<file path="config.mk">
export PLATFORM = sky130hd
export DESIGN_NAME = branch_resolve
export DESIGN_NICKNAME = d
export VERILOG_FILES = /design/src/rtl/rv32i_types.sv /design/src/rtl/branch_target_calc.sv /design/src/rtl/branch_resolve.sv
export SDC_FILE = /design/constraint.sdc
export NUM_CORES = 1
export LEC_CHECK = 0
export CAP_MARGIN = 30
export CELL_PAD_IN_SITES_DETAIL_PLACEMENT = 0
export CELL_PAD_IN_SITES_GLOBAL_PLACEMENT = 2
export CORE_MARGIN = 5
export CORE_UTILIZATION = 29
export DETAILED_ROUTE_END_ITERATION = 8
export PLACE_DENSITY = 0.93
export SYNTH_ARGS = -nofsm -noshare
export SYNTH_HDL_FRONTEND = slang
export SYNTH_SLANG_ARGS = --single-unit
</file>
<file path="constraint.sdc">
create_clock -name clk -period 6 [get_ports clk]
set_input_delay 1.2 -clock clk [delete_from_list [all_inputs] [get_ports clk]]
set_output_delay 1.2 -clock clk [all_outputs]
set_load 0.1 [all_outputs]
</file>
<file path="src/rtl/rv32i_types.sv">
// Shared RV32I datapath types: jump kinds, branch-resolve FSM states and PC step.
package rv32i_types;

    typedef enum logic [1:0] {
        J_NONE   = 2'd0,
        J_BRANCH = 2'd1,
        J_JAL    = 2'd2,
        J_JALR   = 2'd3
    } jump_kind_t;

    typedef enum logic [1:0] {
        IDLE = 2'd0,
        HOLD = 2'd1,
        TRAP = 2'd2
    } branch_resolve_state_t;

    localparam logic [31:0] PC_STEP = 32'd4;

endpackage

</file>
<file path="src/rtl/branch_target_calc.sv">
// Combinational control-transfer target, taken flag and misalignment detect.
module branch_target_calc
    import rv32i_types::*;
(
    input  jump_kind_t  jump_kind,
    input  logic        cmp_out,
    input  logic [31:0] pc,
    input  logic [31:0] rs1,
    input  logic [31:0] imm,
    output logic [31:0] target,
    output logic        taken,
    output logic        misaligned
);

    always_comb begin
        target = pc + PC_STEP;
        taken  = 1'b0;
        case (jump_kind)
            J_BRANCH: begin
                taken = cmp_out;
                if (cmp_out) target = pc + imm;
            end
            J_JAL: begin
                taken  = 1'b1;
                target = pc + imm;
            end
            J_JALR: begin
                taken  = 1'b1;
                target = (rs1 + imm) & ~32'h1;
            end
            default: ;
        endcase
    end

    // Only a taken transfer can fault; the fall-through target is never fetched from here.
    assign misaligned = taken & target[1];

endmodule

</file>
<file path="src/rtl/branch_resolve.sv">
// Registered next-PC redirect with valid/ready hold and misaligned-target trap.
// Optional taken/resolved counters are built when BRANCH_STATS_EN is defined.
module branch_resolve
    import rv32i_types::*;
#(
    parameter logic [31:0] RESET_PC = 32'h0000_0060
) (
    input  logic        clk,
    input  logic        rst_n,
    input  logic        resolve_valid,
    output logic        resolve_ready,
    input  jump_kind_t  jump_kind,
    input  logic        cmp_out,
    input  logic [31:0] pc,
    input  logic [31:0] rs1,
    input  logic [31:0] imm,
    output logic        redirect_valid,
    input  logic        redirect_ready,
    output logic [31:0] redirect_pc,
    output logic        redirect_taken,
    output logic [31:0] link_addr,
    output logic        trap_valid,
    output logic [31:0] trap_addr,
    input  logic        trap_ack,
    output logic [31:0] stat_taken,
    output logic [31:0] stat_resolved
);

    branch_resolve_state_t state;

    logic [31:0] calc_target;
    logic        calc_taken;
    logic        calc_misaligned;

    logic        ready_q;
    logic        valid_q;
    logic        trap_q;
    logic [31:0] pc_q;
    logic [31:0] link_q;
    logic [31:0] trap_addr_q;
    logic        taken_q;

    branch_target_calc u_calc (
        .jump_kind  (jump_kind),
        .cmp_out    (cmp_out),
        .pc         (pc),
        .rs1        (rs1),
        .imm        (imm),
        .target     (calc_target),
        .taken      (calc_taken),
        .misaligned (calc_misaligned)
    );

    always_ff @(posedge clk or negedge rst_n) begin
        if (!rst_n) begin
            state       <= IDLE;
            ready_q     <= 1'b1;
            valid_q     <= 1'b0;
            trap_q      <= 1'b0;
            pc_q        <= RESET_PC;
            link_q      <= '0;
            trap_addr_q <= '0;
            taken_q     <= 1'b0;
        end else begin
            case (state)
                IDLE: begin
                    if (resolve_valid && ready_q) begin
                        ready_q <= 1'b0;
                        link_q  <= pc + PC_STEP;
                        taken_q <= calc_taken;
                        if (calc_misaligned) begin
                            state       <= TRAP;
                            trap_q      <= 1'b1;
                            trap_addr_q <= calc_target;
                        end else begin
                            state   <= HOLD;
                            valid_q <= 1'b1;
                            pc_q    <= calc_target;
                        end
                    end
                end
                HOLD: begin
                    if (redirect_ready) begin
                        state   <= IDLE;
                        valid_q <= 1'b0;
                        ready_q <= 1'b1;
                    end
                end
                TRAP: begin
                    if (trap_ack) begin
                        state   <= IDLE;
                        trap_q  <= 1'b0;
                        ready_q <= 1'b1;
                    end
                end
                default: begin
                    state   <= IDLE;
                    ready_q <= 1'b1;
                    valid_q <= 1'b0;
                    trap_q  <= 1'b0;
                end
            endcase
        end
    end

    assign resolve_ready  = ready_q;
    assign redirect_valid = valid_q;
    assign redirect_pc    = pc_q;
    assign redirect_taken = taken_q;
    assign link_addr      = link_q;
    assign trap_valid     = trap_q;
    assign trap_addr      = trap_addr_q;

`ifdef BRANCH_STATS_EN
    logic        accept;
    logic [31:0] stat_taken_q;
    logic [31:0] stat_resolved_q;

    assign accept = resolve_valid && ready_q;

    // Saturating counters: trapping transfers still count as taken.
    always_ff @(posedge clk or negedge rst_n) begin
        if (!rst_n) begin
            stat_taken_q    <= '0;
            stat_resolved_q <= '0;
        end else if (accept) begin
            if (stat_resolved_q != 32'hFFFF_FFFF) stat_resolved_q <= stat_resolved_q + 32'd1;
            if (calc_taken && stat_taken_q != 32'hFFFF_FFFF) stat_taken_q <= stat_taken_q + 32'd1;
        end
    end

    assign stat_taken    = stat_taken_q;
    assign stat_resolved = stat_resolved_q;
`else
    assign stat_taken    = '0;
    assign stat_resolved = '0;
`endif

endmodule

</file>
# == Word-level counts from Yosys, hierarchy flattened ==
# Index checks and enable logic that the tools add are counted.
# classes
n_reduce_logical,9
n_bitwise,4
eq_ne,10
muxes,20
add_sub_neg,3
# op_table
cell,n
$pmux 32 s3,1
$add 32x32->32,2
$add 32x3->32 const B,1
$mux 32,1
$ne 2x2->1 const B,5
$mux 1,9
$pmux 1 s3,3
$reduce_and 3->1,3
$mux 2,4
$reduce_and 4->1,2
$eq 2x2->1 const B,3
$pmux 2 s3,1
$eq 2x1->1 const B,2
$not 1->1,3
$logic_not 2->1,1
$pmux 1 s2,1
$reduce_and 2->1,1
$reduce_or 2->1,1
$and 1x1->1,1
$logic_and 1x1->1,1
# word_totals
ff_bits,102
out_inout_bits,164
wordCells,54

# == Logic depth before layout (Yosys ltp) ==
# Gate-level depths: netlist (run 1).
# depth
ltp_word,7
ltp_mapped,12
ltp_nobuf,12

# == Cells and area by module ==
# Synthesis (run 1) repeated with hierarchy kept, for this count alone.
# hier_totals
hier_cells,1047
hier_area_um2,9355.2
# modules_own_cells
mod,area_per_inst_um2,n_inst,cells_per_inst,seq_area_each_um2
branch_resolve,4869.7,1,418,2556.2
branch_target_calc,4485.6,1,629,0.0

# == Worst setup path after synthesis (run 1) ==
# Ideal clock, no wire load.
# synth_path
path_kind,input to register
start,input port rs1[1]
end,"register trap_addr_q[30], in the netlist trap_addr[30]"
path_stages,11
path_slack_ns,2.379
path_buffers,0
t_arrival_ns,3.496
setup_time_ns,0.125
cell_sequence,inv_1 > fa_1 > and2b_1 > o2111ai_2 > a211oi_2 > o41ai_4 > a311oi_1 > nor2_2 > mux2i_1 > a211o_1 > mux2_2
# synth_via
elab_chain_cells,4
# synth_lines
element,line_no,source
from (decl),branch_resolve.sv:15,"input logic [31:0] rs1,"
$add 32x32->32 (*),branch_target_calc.sv:29,target = (rs1 + imm) & ~32'h1;
$pmux 32 s3 (*),branch_target_calc.sv:18,case (jump_kind)
$and 1x1->1,branch_target_calc.sv:36,assign misaligned = taken & target[1];
$reduce_and 3->1 (no line),-,
to (signal assigned),branch_resolve.sv:74,trap_addr_q <= calc_target;
to (decl),branch_resolve.sv:40,logic [31:0] trap_addr_q;
# Mark *: on every way between the ends. The rest lies on a longest branch, timed or not.
# A chain may end at the register's enable or synchronous reset.

# == Final worst setup path (run 1) ==
# layout_path
start,input port imm[1]
end,"register pc_q[22], in the netlist redirect_pc[22]"
# layout_via
elab_chain_cells,6
# layout_lines
element,line_no,source
from (decl),branch_resolve.sv:16,"input logic [31:0] imm,"
$add 32x32->32,"branch_target_calc.sv:21, branch_target_calc.sv:25",
$mux 32,branch_target_calc.sv:21,if (cmp_out) target = pc + imm;
$pmux 32 s3 (*),branch_target_calc.sv:18,
$and 1x1->1,branch_target_calc.sv:36,
$not 1->1 (no line),-,
$reduce_and 3->1 (no line),-,
to (signal assigned),branch_resolve.sv:78,pc_q <= calc_target;
to (decl),branch_resolve.sv:38,logic [31:0] pc_q;
# Marked as above.

==> results of run 1 <==
## synthesized netlist by cell type, types with 3 or more instances
master	number
a211o_1	3
a211oi_1	8
a21o_1	24
a21oi_1	74
a21oi_2	3
a221oi_1	8
a22o_1	3
a22oi_1	3
a311oi_1	3
a31oi_1	14
and2_1	11
and3_1	11
and4_1	7
buf_4	64
clkbuf_1	40
dfrtp_1	99
dfstp_2	3
ha_1	62
inv_1	24
mux2_2	5
mux2i_1	4
nand2_1	162
nand2b_1	10
nand3_1	36
nand4_1	17
nor2_1	64
nor2b_1	7
nor3_1	14
nor4_1	4
nor4b_1	3
o2111a_1	3
o211ai_1	8
o21a_1	9
o21ai_0	109
o21ai_1	6
o21bai_1	7
o22a_1	4
o22ai_1	15
o31a_1	3
o31ai_1	3
or3_1	5
xnor2_1	45
xor2_1	32
## worst max-delay path: stages
cell and delay [ns]:
clkdlybuf4s50_1 0.55, inv_1 0.12, fa_1 0.43, and2b_1 0.25, o2111ai_2 0.17, a211oi_2 0.38
o41ai_4 0.13, a311oi_1 0.45, nor2_2 0.17, xnor2_1 0.17, a22oi_1 0.50, a31oi_1 0.14
## logic make-up (layout without fill, tap and decap cells)
| kind of cell | Yosys count | count (layout) |
|---|---|---|
| muxes | 10 | 10 |
| other | 1 | 64 |
| xor gates and xnor gates | 77 | 77 |
| AOI/OAI and AO/OA | 338 | 338 |
| adders and majority gates | 64 | 64 |
| and+or+nand+nor | 367 | 367 |
| DFF | 102 | 102 |
| buffers and inverters | 133 | 257 |
## metal layers
metal  global-route usage  vias to the layer above  share of wire
met4               0.0515                        0          0.024
li1                     -                     4195              -
met1                0.268                     4096           0.46
met2                0.283                      364           0.44
met5                    0                        -              0
met3               0.0302                       43          0.076
## cell type report
type	count	area [um2]	share of cell area
well taps	390	488	0.0430
inverters	24	90.1	0.00793
flip-flops and latches	102	2560	0.225
multi-input cells	920	5770	0.508
clock inverters	7	65.1	0.00573
clock buffers	9	225	0.0198
repair buffers	217	2170	0.191
## how the worst min path moves through the flow
| stage | startpoint | endpoint | slack, ns |
|---|---|---|---|
| after global routing | trap_addr[11]$_DFFE_PN0P_ | trap_addr[11]$_DFFE_PN0P_ | 0.50 |
| after global placement | trap_addr[1]$_DFFE_PN0P_ | trap_addr[1]$_DFFE_PN0P_ | 0.45 |
| after CTS | redirect_pc[6]$_DFFE_PN1P_ | redirect_pc[6]$_DFFE_PN1P_ | 0.48 |
| final | trap_addr[1]$_DFFE_PN0P_ | trap_addr[1]$_DFFE_PN0P_ | 0.48 |
| after detailed placement | trap_addr[1]$_DFFE_PN0P_ | trap_addr[1]$_DFFE_PN0P_ | 0.46 |
| after floorplan | state[1]$_DFFE_PN0P_ | redirect_valid$_DFFE_PN0P_ | 0.51 |
## sequential cells by signal, indices dropped and copies added (netlist names)
register        cells
state               2
link_addr          32
trap_valid          1
resolve_ready       1
trap_addr          32
redirect_valid      1
redirect_pc        32
redirect_taken      1
## through the flow
step           utilization  worst slack, ns  hold slack, ns  total power [mW]
4_1_cts              0.379             1.61           0.483              3.26
5_1_grt              0.380             1.35           0.497              3.39
2_1_floorplan            -             2.38           0.510              2.21
6_report             0.380             1.54           0.479              3.25
3_3_place_gp         0.369             1.28           0.450              2.68
3_5_place_dp         0.370             1.26           0.462              2.69
## power by group
group	internal, mW	leakage, nW	switching, mW	total, mW
combinational	0.466	3.33	1.37	1.84
sequential	0.781	1.37	0.0642	0.845
clock	0.292	0.140	0.276	0.568
==> impl_metrics.py, run 1 <==
metrics = {
    "status": {
        "status": "completed",
    },
    "yosys": {
        "synth_top_cell_area_share": 0.280,
        "synth_area_um2": 8830,
        "synth.distinct_cells": 84,
        "synth.avg_cell_area_um2": 8.09,
        "async_flop_share": 1.00,
        "synth_top_family_by_area": "compound AO/OA/AOI/OAI gates",
        "synth_flop_cell": "dfrtp_1",
        "synth_top_area_cell": "dfrtp_1",
        "synth_fa_ha_area_frac": 0.0924,
        "muxShareOfSynthArea": 0.0135,
        "synth_xor_area_frac": 0.0764,
        "synth_warnings": 0,
        "synth_simple_gate_area_frac": 0.197,
        "ys_seq_area_frac": 0.289,
        "ys_seq_elements": 102,
        "synth_compound_area_frac": 0.246,
        "synth_edf_count": 0,
        "synth_cells": 1092,
        "netlist_top_cells_area": "dfrtp_1 28%, ha_1 8.8%, nand2_1 6.9%",
    },
    "timing": {
        "maxSlewHeadroom": 0.289,
        "hold_violations": 0,
        "fmax_mhz": 224,
        "maxSlewViolCount": 0,
        "finClkSkew_ns": 0.00774,
        "setup_viol": 0,
        "rsz0062_at_grt": "no",
        "finalCriticalPeriod_ns": 4.46,
        "tightestPinTransition_ns": 1.06,
        "fin_crit_sh": 0.744,
        "setup-tns-final_ns": 0,
    },
    "floorplan": {
        "initial_core_util": 0.296,
        "dieArea_um2": 34000,
        "die_w_um": 185,
        "ios": 268,
        "dieHeight_um": 185,
        "std_cell_rows": 63,
        "core-area_um2": 29900,
    },
    "cts": {
        "root_buffer": "clkbuf_16",
        "clock_sinks": 102,
        "path_clk_slew_ns": 0.07,
        "cts_buffers": 9,
        "cts_hold_buf": 0,
        "clk_latency_ns": 0.35,
        "cts_setup_buffers": 0,
        "htree_levels": 3,
        "cts_tree": "done",
        "cts_resized": 0,
        "clockBufferDepth": 2,
    },
    "power_and_ir_drop": {
        "pwr_density_cell_nw_per_um2": 286,
        "ir_worst_vdd_uv": 145,
        "p_leak_nw": 4.84,
    },
    "cells_and_area": {
        "layout_common_cells": "202 x clkdlybuf4s50_1, 162 x nand2_1, 109 x o21ai_0",
        "n_fill_cell": 3080,
        "final_common_cell": "clkdlybuf4s50_1",
        "antenna_cells": 0,
        "drive_above_1_share": 0.0485,
        "final_cell_area_um2": 11400,
        "nets": 1442,
        "final_cells": 1669,
        "synthToLayoutAreaGrowth_pct": 28.6,
    },
    "worst_setup_path": {
        "reg2regPathDepth": 5,
        "rrSetupSlack_ns": 3.55,
        "crit_required_ns": 6.20,
        "cp-start-kind": "input port",
        "path_class": "input port to flip-flop",
        "endpoint_kind": "flip-flop",
        "cp-endpoint": "redirect_pc[22]$_DFFE_PN0P_",
        "crit_arrival_ns": 4.66,
        "critPathMaxFanout": 4,
        "r2r_end": "trap_addr[30]$_DFFE_PN0P_",
        "worstSetupStartpoint": "imm[1]",
        "r2r_start": "resolve_ready$_DFFE_PN1P_",
    },
    "route": {
        "wl_um": 32900,
        "drtAntennaViolNets": 0,
        "drc_errors": 0,
        "num_vias": 8698,
        "drt_iter0_markers": 682,
        "firstDrtPassIters": 7,
        "via_per_inst": 5.21,
        "wl_per_cell_um": 19.7,
    },
    "grt": {
        "grtUsageTotal": 0.184,
        "antenna_found_initial": 0,
        "grt_pass1_wl_um": 49200,
        "grt_pass1_vias": 8294,
        "grt_max_degree": 76,
        "overflow": 0,
    },
    "place": {
        "place_inst": 1652,
        "gp_congestion": 0.938,
        "dp_hpwl_um": 27500,
        "port-buffer-count": 203,
        "post_dp_cell_area_um2": 11000,
    },
    "hold_path": {
        "holdPathStages": 1,
        "min_path_type": "flip-flop to flip-flop",
    },
    "job": {
        "maxCapViolations": 0,
    },
}
No activity file was read; power rests on OpenSTA's default activity.
==> run 2: changes to the inputs <==
Settings changed: CORE_UTILIZATION 29 to 25, PLACE_DENSITY 0.93 to 0.86.
Clock period 6 ns to 3.8 ns, I/O delays scaled along.
==> run 2 against run 1 <==
Count of clock-buffer cells in the layout increased by 2. Critical endpoint is now redirect_pc[16]$_DFFE_PN0P_. Non-clock buffer count grew 149. First-iteration DRC count is 18% lower. Critical path type unchanged. Via count grew 5.6%. Clock skew is 0.0018 ns lower. Routed wire length is 9.0% higher. Sequential cell count is the same. Sequential power rose by 57%.
==> impl_metrics.py, run 2 (synthesis gave the netlist of run 1 again) <==
metrics = {
    "status": {
        "status": "completed",
    },
    "route": {
        "drt_iter0_markers": 558,
        "drc_errors": 0,
        "wl_um": 35800,
        "wl_per_cell_um": 19.0,
        "drtAntennaViolNets": 0,
        "via_per_inst": 4.87,
        "num_vias": 9182,
        "firstDrtPassIters": 5,
    },
    "floorplan": {
        "dieHeight_um": 198,
        "std_cell_rows": 68,
        "initial_core_util": 0.254,
        "core-area_um2": 34700,
        "die_w_um": 198,
        "ios": 268,
        "dieArea_um2": 39200,
    },
    "cts": {
        "clk_latency_ns": 0.34,
        "cts_resized": 0,
        "path_clk_slew_ns": 0.07,
        "root_buffer": "clkbuf_16",
        "cts_setup_buffers": 0,
        "htree_levels": 3,
        "cts_tree": "done",
        "cts_hold_buf": 0,
        "clock_sinks": 102,
        "cts_buffers": 9,
        "clockBufferDepth": 2,
    },
    "timing": {
        "hold_violations": 0,
        "setup_viol": 0,
        "fin_crit_sh": 0.967,
        "finalCriticalPeriod_ns": 3.67,
        "worst_slack_ns": 0.127,
        "fmax_mhz": 272,
        "maxSlewHeadroom": 0.270,
        "rsz0062_at_grt": "no",
        "tightestPinTransition_ns": 1.09,
        "maxSlewViolCount": 0,
        "finClkSkew_ns": 0.00598,
    },
    "worst_setup_path": {
        "r2r_end": "redirect_pc[31]$_DFFE_PN0P_",
        "rrSetupSlack_ns": 1.42,
        "cp-start-kind": "input port",
        "crit_arrival_ns": 3.88,
        "crit_required_ns": 4.01,
        "reg2regPathDepth": 5,
        "endpoint_kind": "flip-flop",
        "r2r_start": "resolve_ready$_DFFE_PN1P_",
        "critPathMaxFanout": 3,
        "path_class": "input port to flip-flop",
    },
    "cells_and_area": {
        "regArea_um2": 2560,
        "multi_input_area_um2": 5790,
        "synthToLayoutAreaGrowth_pct": 42.9,
        "drive_above_1_share": 0.149,
        "final_cells": 1884,
        "n_fill_cell": 3704,
        "layout_common_cells": "201 x clkdlybuf4s50_1, 162 x nand2_1, 160 x buf_4",
        "final_common_cell": "clkdlybuf4s50_1",
        "nets": 1591,
        "fin_util": 0.364,
    },
    "grt": {
        "grtUsageTotal": 0.174,
        "antenna_found_initial": 3,
        "grt_pass1_wl_um": 53200,
        "overflow": 0,
        "grt_max_degree": 53,
        "grt_pass1_vias": 8973,
    },
    "place": {
        "dp_hpwl_um": 30500,
        "gp_congestion": 0.922,
        "place_inst": 1867,
        "port-buffer-count": 203,
        "dp_slack_ns": -0.259,
    },
    "hold_path": {
        "min_path_type": "input port to asynchronous set/reset pin",
    },
    "job": {
        "maxCapViolations": 0,
    },
    "power_and_ir_drop": {
        "p_leak_nw": 5.59,
        "ir_worst_vdd_uv": 369,
        "pwr_density_cell_nw_per_um2": 424,
    },
}
-- run 2: cell count changes in the layout (fill, tap and decap cells not counted), moves of 2 or more --
cell      change
buf_4       +147
inv_8         -2
diode_2       +2
buf_12        +2
clkbuf_8      +2
-- run 2: final cells by class --
class | instances | share of cell area
flip-flops and latches | 102 | 0.203
repair buffers | 366 | 0.264
well taps | 455 | 0.0451
clock inverters | 4 | 0.00248
multi-input cells | 920 | 0.459
clock buffers | 11 | 0.0200
inverters | 24 | 0.00714
diodes | 2 | 0.000397
-- run 2: worst max-delay path by stage --
stage | slack [ns] | start | end | cells after the start
finish | 0.13 | imm[0] | redirect_pc[16]$_DFFE_PN0P_ | 15
global route | 0.004 | pc[8] | redirect_pc[21]$_DFFE_PN0P_ | 12
CTS | 0.08 | pc[0] | redirect_pc[16]$_DFFE_PN0P_ | 15
detailed placement | -0.26 | pc[0] | redirect_pc[16]$_DFFE_PN0P_ | 15
global placement | -0.16 | pc[0] | redirect_pc[16]$_DFFE_PN0P_ | 15
floorplan | 0.62 | rs1[1] | trap_addr[30]$_DFFE_PN0P_ | 11
-- run 2: critical path, stage by stage --
cell and delay (ns):
clkdlybuf4s50_1 0.53, ha_1 0.19, inv_1 0.05, fa_1 0.38, nand2b_1 0.19, a21oi_1 0.19, buf_4 0.14, o211ai_1 0.10
o211a_1 0.29, buf_4 0.17, nor2_1 0.10, a31oi_1 0.13, xnor2_1 0.16, a221oi_2 0.35, o21ai_0 0.15
-- run 2: power by group --
part           internal, mW  switching (mW)
sequential             1.23          0.0924
combinational         0.901            2.23
clock                 0.480           0.407
total                  2.62            2.73
-- run 2: metrics by stage --
stage | hold WS [ns] | setup TNS (ns) | power (mW) | cell area [um2]
6_report | 0.460 | 0 | 5.35 | 12600
5_1_grt | 0.496 | 0 | 5.59 | 12600
4_1_cts | 0.470 | 0 | 5.37 | 12600
3_5_place_dp | 0.451 | -3.46 | 4.47 | 12300
3_3_place_gp | 0.448 | -2.54 | 4.44 | 12300
2_1_floorplan | 0.464 | 0 | 3.48 | 9070
-- run 2: routing by layer --
layer,track usage,part of all wire,vias to the layer above
li1,-,-,4484
met1,0.252,0.47,4303
met2,0.269,0.44,345
met3,0.0230,0.063,48
met4,0.0556,0.026,2
met5,0,0.00031,-
==> run 3: changes to the inputs <==
Settings changed: CORE_MARGIN 5 to not set, CTS_CLUSTER_SIZE set to 40.
==> run 3 against run 2 <==
Via count decreased by 0.51%. Total power up 0.51%. Hold slack got worse by 0.074 ns. Critical path type unchanged. Die area is 7.9% lower. Register-to-register slack better by 0.08 ns. Combinational power barely moved. Critical endpoint is now redirect_pc[21]$_DFFE_PN0P_. Clock skew increased by 0.0045 ns.
==> impl_metrics.py, run 3 (synthesis gave the netlist of run 1 again) <==
metrics = {
    "power_and_ir_drop": {
        "p_seq_frac": 0.247,
        "comb_power_share": 0.582,
        "pwr_density_cell_nw_per_um2": 425,
        "internal_power_mw": 2.62,
        "switching_share": 0.512,
        "pwr-share-clk": 0.171,
        "ir_worst_vdd_uv": 250,
        "p_sw_mw": 2.75,
        "p_leak_nw": 5.60,
    },
    "timing": {
        "maxSlewViolCount": 0,
        "finClkSkew_ns": 0.0105,
        "maxSlewHeadroom": 0.297,
        "setup_viol": 0,
        "fmax_mhz": 276,
        "tightestPinTransition_ns": 1.05,
        "setup-tns-final_ns": 0,
        "finalCriticalPeriod_ns": 3.62,
        "worst_slack_ns": 0.181,
        "fin_crit_sh": 0.952,
        "hold_violations": 0,
    },
    "grt": {
        "grt_pass1_vias": 8729,
        "antenna_found_initial": 0,
        "overflow": 0,
        "grt_pass1_wl_um": 51600,
        "grtUsageTotal": 0.186,
        "grt_max_degree": 45,
    },
    "cells_and_area": {
        "layout_common_cells": "202 x clkdlybuf4s50_1, 162 x nand2_1, 159 x buf_4",
        "fin_util": 0.366,
        "drive_above_1_share": 0.150,
        "n_fill_cell": 3656,
        "final_cells": 1884,
        "synthToLayoutAreaGrowth_pct": 43.4,
        "final_common_cell": "clkdlybuf4s50_1",
        "antenna_cells": 0,
        "nets": 1592,
        "final_cell_area_um2": 12700,
    },
    "route": {
        "via_per_inst": 4.85,
        "wl_per_cell_um": 18.1,
        "drtAntennaViolNets": 0,
        "drc_errors": 0,
        "num_vias": 9135,
        "firstDrtPassIters": 5,
        "drt_iter0_markers": 431,
        "wl_um": 34000,
    },
    "floorplan": {
        "std_cell_rows": 68,
        "initial_core_util": 0.255,
        "die_w_um": 190,
        "dieHeight_um": 190,
        "dieArea_um2": 36100,
        "ios": 268,
        "core-area_um2": 34600,
    },
    "cts": {
        "cts_buffers": 9,
        "path_clk_slew_ns": 0.08,
        "clock_sinks": 102,
        "root_buffer": "clkbuf_16",
        "htree_levels": 3,
        "clk_latency_ns": 0.35,
        "cts_hold_buf": 0,
        "cts_setup_buffers": 0,
        "cts_tree": "done",
        "clockBufferDepth": 2,
    },
    "worst_setup_path": {
        "cp-start-kind": "input port",
        "cpPeakStageDelay_ns": 0.49,
        "crit_arrival_ns": 3.84,
        "critPathMaxFanout": 4,
        "crit_top_cell": "a21o_1",
        "path_class": "input port to flip-flop",
        "path_cells": "clkdlybuf4s50_1 > ha_1 > a21o_1 > a21o_1 > a2111oi_4 > o21ai_2 > o31a_1 > xnor2_1 > o22ai_1 > a21oi_1 > buf_4 > o21ai_0",
        "rrSetupSlack_ns": 1.50,
        "path_buf_inv": 2,
        "crit_required_ns": 4.03,
        "crit_family": "compound AO/OA/AOI/OAI gates",
        "cpMaxStageDelayCell": "clkdlybuf4s50_1",
        "endpoint_kind": "flip-flop",
    },
    "job": {
        "maxCapViolations": 0,
    },
    "place": {
        "gp_congestion": 0.920,
        "dp_slack_ns": -0.222,
        "dp_hpwl_um": 28900,
        "post_dp_cell_area_um2": 12300,
        "port-buffer-count": 203,
        "place_inst": 1868,
    },
    "status": {
        "status": "completed",
    },
    "hold_path": {
        "min_path_type": "input port to asynchronous set/reset pin",
    },
}
[run 3: layout make-up]
class                      instances  area (um2)  area share
multi-input combinational        920        5790       0.457
sequential                       102        2560       0.202
timing repair buffer             367        3360       0.265
tap                              455         569      0.0450
clock inverter                     6        63.8     0.00504
clock buffer                      10         239      0.0189
inverter                          24        90.1     0.00711
[run 3: final timing paths]
| path | start | to | cells past startpoint |
|---|---|---|---|
| max | pc[10] | redirect_pc[21]$_DFFE_PN0P_ | 12 |
| min | rst_n | trap_addr[10]$_DFFE_PN0P_ | 1 |
| max reg2reg | resolve_ready$_DFFE_PN1P_ | redirect_pc[31]$_DFFE_PN0P_ | 5 |
| min reg2reg | trap_addr[1]$_DFFE_PN0P_ | trap_addr[1]$_DFFE_PN0P_ | 1 |
| max in group asynchronous | rst_n | redirect_pc[25]$_DFFE_PN0P_ | 2 |
| min in group clk | trap_addr[1]$_DFFE_PN0P_ | trap_addr[1]$_DFFE_PN0P_ | 1 |
[run 3: worst register-to-register path, cell delays in order (launching register included)]
cell and delay [ns]:
dfstp_2 0.56, nand2_1 0.09, or3_2 0.64, nor2_1 0.38
buf_12 0.19, mux2_2 0.33
[run 3: routing by layer]
metal	wire, um	vias to the layer above	global-route usage
met5	0	-	0
met4	607	0	0.0496
met3	1620	33	0.0208
met2	15000	320	0.288
met1	16900	4292	0.270
li1	-	4490	-
[run 3: power by group through the flow]
stage               Combinational, mW  Sequential, mW  Clock, mW
floorplan                        1.08            2.41          0
global placement                 3.08            1.35          0
detailed placement               3.11            1.35          0
CTS                              3.12            1.33      0.947
global route                     3.28            1.35       1.00
finish                           3.13            1.33      0.920
[run 3: what timing repair did]
item,CTS,global route
setup endpoints to repair,0,12
resized for setup,0,4
endpoints found under the hold margin,0,0
[run 3: per-stage QoR]
stage	power, mW	hold WS [ns]
finish	5.38	0.386
global route	5.63	0.418
floorplan	3.48	0.464
CTS	5.39	0.398
detailed placement	4.46	0.452
global placement	4.43	0.451
